**config.mk**
```make
export PLATFORM = sky130hd
export DESIGN_NAME = alu_exec_unit_flat
export DESIGN_NICKNAME = d
export VERILOG_FILES = /design/src/rtl/alu_exec_unit_if.sv /design/src/rtl/alu_exec_unit.sv /design/src/flat_wrapper.sv
export SDC_FILE = /design/constraint.sdc
export NUM_CORES = 1
export LEC_CHECK = 0
export ABC_CLOCK_PERIOD_IN_PS = 11400
export CORE_UTILIZATION = 40
export CTS_CLUSTER_DIAMETER = 60
export DETAILED_ROUTE_END_ITERATION = 8
export RECOVER_POWER = 100
export SYNTH_ARGS = -nofsm -noshare
export SYNTH_HDL_FRONTEND = slang
export SYNTH_SLANG_ARGS = --single-unit
```
**constraint.sdc**
```tcl
create_clock -name clk_i -period 11.4 [get_ports clk_i]
set_clock_uncertainty 0.15 [all_clocks]
set_input_delay 2.28 -clock clk_i [delete_from_list [all_inputs] [get_ports clk_i]]
set_output_delay 2.28 -clock clk_i [all_outputs]
set_load 0.1 [all_outputs]
```
**src/rtl/alu_exec_unit_if.sv**
```systemverilog
// alu_exec_unit_if: handshake bus for the execute-stage ALU.
//   master : upstream decoder + result consumer (drives op/operands, result_ready_i)
//   slave  : alu_exec_unit (drives start_ready_o and the registered result)
// Signals:
//   start_valid_i / start_ready_o    : op acceptance handshake
//   alu_control_op_i                 : 4-bit ALU control code
//   operand_a_i / operand_b_i        : rs1 and rs2/immediate
//   result_valid_o / result_ready_i  : result handshake
//   result_o, zero_o, illegal_o      : result payload
interface alu_exec_unit_if #(
   parameter int XLEN = 32
);
   logic            start_valid_i;
   logic            start_ready_o;
   logic [3:0]      alu_control_op_i;
   logic [XLEN-1:0] operand_a_i;
   logic [XLEN-1:0] operand_b_i;
   logic            result_valid_o;
   logic            result_ready_i;
   logic [XLEN-1:0] result_o;
   logic            zero_o;
   logic            illegal_o;

   modport master (
      output start_valid_i, alu_control_op_i, operand_a_i, operand_b_i, result_ready_i,
      input  start_ready_o, result_valid_o, result_o, zero_o, illegal_o
   );

   modport slave (
      input  start_valid_i, alu_control_op_i, operand_a_i, operand_b_i, result_ready_i,
      output start_ready_o, result_valid_o, result_o, zero_o, illegal_o
   );
endinterface

```
**src/rtl/alu_exec_unit.sv**
```systemverilog
// alu_exec_unit: execute-stage ALU behind the ALU control decoder.
//   Logic/arith/compare ops finish in one cycle; shifts use a serial
//   one-bit-per-cycle shifter (latency 1 + shamt).
// Ports:
//   clk_i : clock, rising edge
//   rst_i : synchronous active-high reset, aborts any op in flight
//   bus   : alu_exec_unit_if.slave (op/operand and result handshakes)
// Optional feature: define ALU_EXEC_SLTU_EN to decode op 1001 as sltu;
//   otherwise 1001 is reported as illegal.
module alu_exec_unit #(
   parameter int XLEN    = 32,
   parameter int SHAMT_W = $clog2(XLEN)
) (
   input  logic           clk_i,
   input  logic           rst_i,
   alu_exec_unit_if.slave bus
);

   localparam logic [3:0] OP_AND  = 4'b0000;
   localparam logic [3:0] OP_OR   = 4'b0001;
   localparam logic [3:0] OP_ADD  = 4'b0010;
   localparam logic [3:0] OP_XOR  = 4'b0011;
   localparam logic [3:0] OP_SLL  = 4'b0100;
   localparam logic [3:0] OP_SRL  = 4'b0101;
   localparam logic [3:0] OP_SUB  = 4'b0110;
   localparam logic [3:0] OP_SRA  = 4'b0111;
   localparam logic [3:0] OP_SLT  = 4'b1000;
`ifdef ALU_EXEC_SLTU_EN
   localparam logic [3:0] OP_SLTU = 4'b1001;
`endif

   typedef enum logic [1:0] {IDLE, SHIFT, DONE} state_t;
   typedef enum logic [1:0] {SK_SLL, SK_SRL, SK_SRA} shift_kind_t;

   state_t              state_q, state_d;
   shift_kind_t         kind_q, kind_d;
   logic [XLEN-1:0]     acc_q, acc_d;     // shift accumulator, doubles as result register
   logic [SHAMT_W-1:0]  cnt_q, cnt_d;
   logic                zero_q, zero_d;
   logic                ill_q, ill_d;

   logic [XLEN-1:0]     a, b, alu_res, shift_one;
   logic [SHAMT_W-1:0]  shamt;

   assign a     = bus.operand_a_i;
   assign b     = bus.operand_b_i;
   assign shamt = b[SHAMT_W-1:0];

   // single-bit step of the serial shifter
   always_comb begin
      shift_one = acc_q;
      case (kind_q)
         SK_SLL:  shift_one = {acc_q[XLEN-2:0], 1'b0};
         SK_SRL:  shift_one = {1'b0, acc_q[XLEN-1:1]};
         SK_SRA:  shift_one = {acc_q[XLEN-1], acc_q[XLEN-1:1]};
         default: shift_one = acc_q;
      endcase
   end

   always_comb begin
      alu_res = '0;
      case (bus.alu_control_op_i)
         OP_AND:  alu_res = a & b;
         OP_OR:   alu_res = a | b;
         OP_ADD:  alu_res = a + b;
         OP_XOR:  alu_res = a ^ b;
         OP_SUB:  alu_res = a - b;
         OP_SLT:  alu_res = {{(XLEN-1){1'b0}}, $signed(a) < $signed(b)};
`ifdef ALU_EXEC_SLTU_EN
         OP_SLTU: alu_res = {{(XLEN-1){1'b0}}, a < b};
`endif
         default: alu_res = '0;
      endcase
   end

   always_comb begin
      state_d = state_q;
      kind_d  = kind_q;
      acc_d   = acc_q;
      cnt_d   = cnt_q;
      zero_d  = zero_q;
      ill_d   = ill_q;
      case (state_q)
         IDLE: begin
            if (bus.start_valid_i) begin
               case (bus.alu_control_op_i)
                  OP_AND, OP_OR, OP_ADD, OP_XOR, OP_SUB, OP_SLT
`ifdef ALU_EXEC_SLTU_EN
                  , OP_SLTU
`endif
                  : begin
                     acc_d   = alu_res;
                     zero_d  = (alu_res == '0);
                     ill_d   = 1'b0;
                     state_d = DONE;
                  end
                  OP_SLL, OP_SRL, OP_SRA: begin
                     acc_d  = a;
                     cnt_d  = shamt;
                     ill_d  = 1'b0;
                     kind_d = (bus.alu_control_op_i == OP_SLL) ? SK_SLL :
                              (bus.alu_control_op_i == OP_SRL) ? SK_SRL : SK_SRA;
                     if (shamt == '0) begin
                        zero_d  = (a == '0);
                        state_d = DONE;
                     end else begin
                        state_d = SHIFT;
                     end
                  end
                  default: begin
                     acc_d   = '0;
                     zero_d  = 1'b1;
                     ill_d   = 1'b1;
                     state_d = DONE;
                  end
               endcase
            end
         end
         SHIFT: begin
            acc_d = shift_one;
            cnt_d = cnt_q - SHAMT_W'(1);
            // zero flag only matters once the final step lands
            if (cnt_q == SHAMT_W'(1)) begin
               zero_d  = (shift_one == '0);
               state_d = DONE;
            end
         end
         DONE: begin
            if (bus.result_ready_i) state_d = IDLE;
         end
         default: state_d = IDLE;
      endcase
   end

   always_ff @(posedge clk_i) begin
      if (rst_i) begin
         state_q <= IDLE;
         kind_q  <= SK_SLL;
         acc_q   <= '0;
         cnt_q   <= '0;
         zero_q  <= 1'b0;
         ill_q   <= 1'b0;
      end else begin
         state_q <= state_d;
         kind_q  <= kind_d;
         acc_q   <= acc_d;
         cnt_q   <= cnt_d;
         zero_q  <= zero_d;
         ill_q   <= ill_d;
      end
   end

   assign bus.start_ready_o  = (state_q == IDLE);
   assign bus.result_valid_o = (state_q == DONE);
   assign bus.result_o       = acc_q;
   assign bus.zero_o         = zero_q;
   assign bus.illegal_o      = ill_q;

endmodule
```
**src/flat_wrapper.sv**
```systemverilog
// flat-port wrapper written by rule: the top's interface ports become plain ports
module alu_exec_unit_flat 
#(
   parameter int XLEN    = 32,
   parameter int SHAMT_W = $clog2(XLEN)
)
  (clk_i, rst_i, bus_start_valid_i, bus_alu_control_op_i, bus_operand_a_i, bus_operand_b_i, bus_result_ready_i, bus_start_ready_o, bus_result_valid_o, bus_result_o, bus_zero_o, bus_illegal_o);
  alu_exec_unit_if #(.XLEN(XLEN)) bus_i ();
  input  logic clk_i;
  input  logic rst_i;
  input wire logic [$bits(bus_i.start_valid_i)-1:0] bus_start_valid_i;
  input wire logic [$bits(bus_i.alu_control_op_i)-1:0] bus_alu_control_op_i;
  input wire logic [$bits(bus_i.operand_a_i)-1:0] bus_operand_a_i;
  input wire logic [$bits(bus_i.operand_b_i)-1:0] bus_operand_b_i;
  input wire logic [$bits(bus_i.result_ready_i)-1:0] bus_result_ready_i;
  output wire logic [$bits(bus_i.start_ready_o)-1:0] bus_start_ready_o;
  output wire logic [$bits(bus_i.result_valid_o)-1:0] bus_result_valid_o;
  output wire logic [$bits(bus_i.result_o)-1:0] bus_result_o;
  output wire logic [$bits(bus_i.zero_o)-1:0] bus_zero_o;
  output wire logic [$bits(bus_i.illegal_o)-1:0] bus_illegal_o;
  assign bus_i.start_valid_i = bus_start_valid_i;
  assign bus_i.alu_control_op_i = bus_alu_control_op_i;
  assign bus_i.operand_a_i = bus_operand_a_i;
  assign bus_i.operand_b_i = bus_operand_b_i;
  assign bus_i.result_ready_i = bus_result_ready_i;
  assign bus_start_ready_o = bus_i.start_ready_o;
  assign bus_result_valid_o = bus_i.result_valid_o;
  assign bus_result_o = bus_i.result_o;
  assign bus_zero_o = bus_i.zero_o;
  assign bus_illegal_o = bus_i.illegal_o;
  alu_exec_unit #(.XLEN(XLEN), .SHAMT_W(SHAMT_W)) u_core (.clk_i(clk_i), .rst_i(rst_i), .bus(bus_i));
endmodule
```
==> results.ini <==
[worst_setup_path]
worstSetupPathType=input port to register
critical_path.max_fanout=25
crit_required_ns=11.47
rr_startpoint=u_core.kind_q[1]$_SDFFE_PP0P_
endpoint=u_core.bus.zero_o$_SDFFE_PP0P_
critPathLaunchType=input port
slowest_delay_ns=1.43
startpoint=bus_alu_control_op_i[2]
cp_cell_sequence=dlygate4sd3_1, or2_0, nor2_1, clkbuf_1, nand2_1, nor3_1, a311oi_1, o311ai_0, or3_1, a211o_1, nor4bb_1, nand4_1, o21ai_1
crit_buf_inv=2
crit_cells=13
timing.rr.end=u_core.bus.zero_o$_SDFFE_PP0P_
ff2ff_setup_slack_ns=7.83
cp_slowest_cell=or2_0
reg2regPathDepth=11
cp_data_arrival_time_ns=7.95
crit_family=simple AND/OR/NAND/NOR gates
endpoint_kind=register

[finish]
finalInstanceArea_mm2=0.01051
layout.nets=1564
final_cells=1675
fill_cells=2364
layout.area.seq_um2=862.1
drive_gt1_frac=0.03309
diodes=0
multi_input_area_mm2=0.007513
area_growth_pct=13.58

[routing]
route.detailed.wl_per_inst_um=22.15
routed_wl_um=37100
drc=0
drt_pre_antenna_iters=6
avgViaCountPerCell=6.576
drtIter0Drc=1133
ant_nets=0
routed-via-count=11015

[global_routing]
grt_pass1_wl_um=57170
grt_usage=0.3022
grt_pass1_vias=10007
grt_max_degree=52
grt_overflow=0
grt_antenna_before_repair=0

[sta]
setup_viol=0
fmax_ghz=0.1269
post-route-period-util=0.6911
tightest_slew_ns=1.865
fin_tns_setup_ns=0
fin_crit_ns=7.879
drv_slew=63
hold_viol=0
slew_headroom=-0.2437
rsz0062_at_grt=false

[placement]
dpl.hpwl_um=27980
place_congestion=0.9807
placed_area_mm2=0.01040
dp_cells=1667
port_buffers=107

[hold_path]
hp-class=register to register
min_from=u_core.bus.illegal_o$_SDFFE_PP0P_

[yosys]
async_reset_ff_frac=0
synth_edf_count=0
yosys.area.top_type_share=0.1365
synthCells=1359
ys_seq_elements=43
postSynthAreaPerCell_um2=6.811
synth_area_leader_cell=ha_1
synth_cell_types=91
ys_seq_area_frac=0.09300
synthTopCellsByCount=a21oi_1 (126), inv_1 (123), nor2_1 (112), ha_1 (101), nand2_1 (79)
synth_top_flop_cell=dfxtp_1
yosysWarnings=0
synth_most_common_cell=a21oi_1
synthesis.area_mm2=0.009256
synth_nets=1534
ys_top_cells_by_area=ha_1 (14%), dfxtp_1 (9.3%), a21oi_1 (6.8%)

[power_and_ir_drop]
pwr-share-seq=0.209
power.leakage_nw=4.278
p_int_mw=0.4318
pwr-share-clk=0.155
p_comb_frac=0.636
pwr_density_cell_mw_per_mm2=87.49
peakVddDrop_uv=54.97
switching_share=0.5306
p_sw_mw=0.4881

[floorplan]
die_w_um=154.1
dieArea_mm2=0.02375
num_rows=55
die_y_um=154.1
initial_utilization=0.4088
core_mm2=0.02264
ios=108

[clock_network]
cts_buffers=5
clk_latency_ns=0.30
clock-sinks=43
post_cts_resized=0
cts_setup_buffers=0
ctsHoldBuffers=0
clock_path_buffers=2
clk_pin_slew_ns=0.06
cts_tree=done
cts.htree.levels=2
root_buffer=clkbuf_16

[outcome]
status=complete, but fails checks
violations=capacitance limit, slew limit

[flow_run]
maxCapViolCount=2

==> power by group through the flow <==
stage	sequential, mW	clock (mW)	combinational (mW)
after detailed placement	0.196	0	0.576
after floorplan	0.287	0	0.310
after CTS	0.192	0.145	0.579
after global routing	0.195	0.152	0.621
final	0.192	0.143	0.585
after global placement	0.196	0	0.577
==> kinds of logic after synthesis <==
group	after synthesis	synth area share
AND/OR/NAND/NOR	425	0.2320
AO/OA/AOI/OAI	513	0.3863
flip-flops	43	0.09300
adder cells (fa/ha/maj)	103	0.1408
multiplexers	40	0.04380
XOR/XNOR	9	0.008516
buffers and inverters	226	0.09557
==> registers in the layout, indices dropped and copies added, names as in the netlist <==
register,flops
u_core.bus.result_o,32
u_core.cnt_q,5
u_core.kind_q,2
u_core.state_q,2
u_core.bus.illegal_o,1
u_core.bus.zero_o,1
==> metal layers <==
layer,vias up,routed length [um],track usage
met1,5211,16110,0.4117
li1,5122,-,-
met3,102,3141,0.04143
met4,0,1643,0.1210
met2,580,16200,0.4777
met5,-,0,0
==> tightest hold or removal path, cell delays in order, from the launching register on <==
cell,delay [ns]
dfxtp_1,0.31
nand2_1,0.05
a21oi_1,0.05
==> how the worst min path moves through the flow <==
| stage | end | slack [ns] | cells past startpoint |
|---|---|---|---|
| 2_1_floorplan | u_core.cnt_q[1]$_SDFFE_PP0P_ | 0.33 | 2 |
| 3_3_place_gp | u_core.bus.illegal_o$_SDFFE_PP0P_ | 0.30 | 2 |
| 3_5_place_dp | u_core.bus.illegal_o$_SDFFE_PP0P_ | 0.31 | 2 |
| 4_1_cts | u_core.bus.illegal_o$_SDFFE_PP0P_ | 0.31 | 2 |
| 5_1_grt | u_core.bus.illegal_o$_SDFFE_PP0P_ | 0.33 | 2 |
| 6_report | u_core.bus.illegal_o$_SDFFE_PP0P_ | 0.31 | 2 |
==> cells in the final DEF, fill, tap and decap left out, types with 8 or more instances in the layout <==
master,count
o21ai_0,79
a21o_1,15
nor4_1,34
and4_1,8
o221ai_1,12
nor2_1,110
clkdlybuf4s50_1,67
a31oi_1,10
o31ai_1,20
a211oi_1,29
a2111oi_0,22
xnor2_1,9
inv_1,123
nand2b_1,26
nor3_1,51
dlygate4sd3_1,39
o21a_1,10
a22oi_1,13
o21bai_1,10
mux2i_1,36
o22a_1,8
nand2_1,79
dfxtp_1,42
nand4_1,15
nand3_1,29
o211ai_1,21
ha_1,101
a21oi_1,127
a21boi_0,15
buf_4,12
a221o_1,11
nor2b_1,21
o22ai_1,13
a311oi_1,11
and3_1,10
==> final cells by class <==
cell class / count / share of cell area
Tap cell: 285 / 0.03392
Timing Repair Buffer: 123 / 0.1114
Inverter: 126 / 0.04498
Sequential cell: 43 / 0.08199
Multi-Input combinational cell: 1090 / 0.7146
Clock inverter: 1 / 0.0004760
Clock buffer: 7 / 0.01261
==> stage by stage <==
stage | util | power, mW | setup slack (ns) | hold WS, ns
after floorplan | - | 0.5968 | 6.223 | 0.3343
after global placement | 0.4595 | 0.7725 | 4.464 | 0.3014
after detailed placement | 0.4595 | 0.7717 | 4.512 | 0.3051
after CTS | 0.4656 | 0.9159 | 4.788 | 0.3141
after global routing | 0.4644 | 0.9684 | 3.395 | 0.3301
final | 0.4644 | 0.9199 | 3.521 | 0.3062
Power figures use the tool's default switching activity.
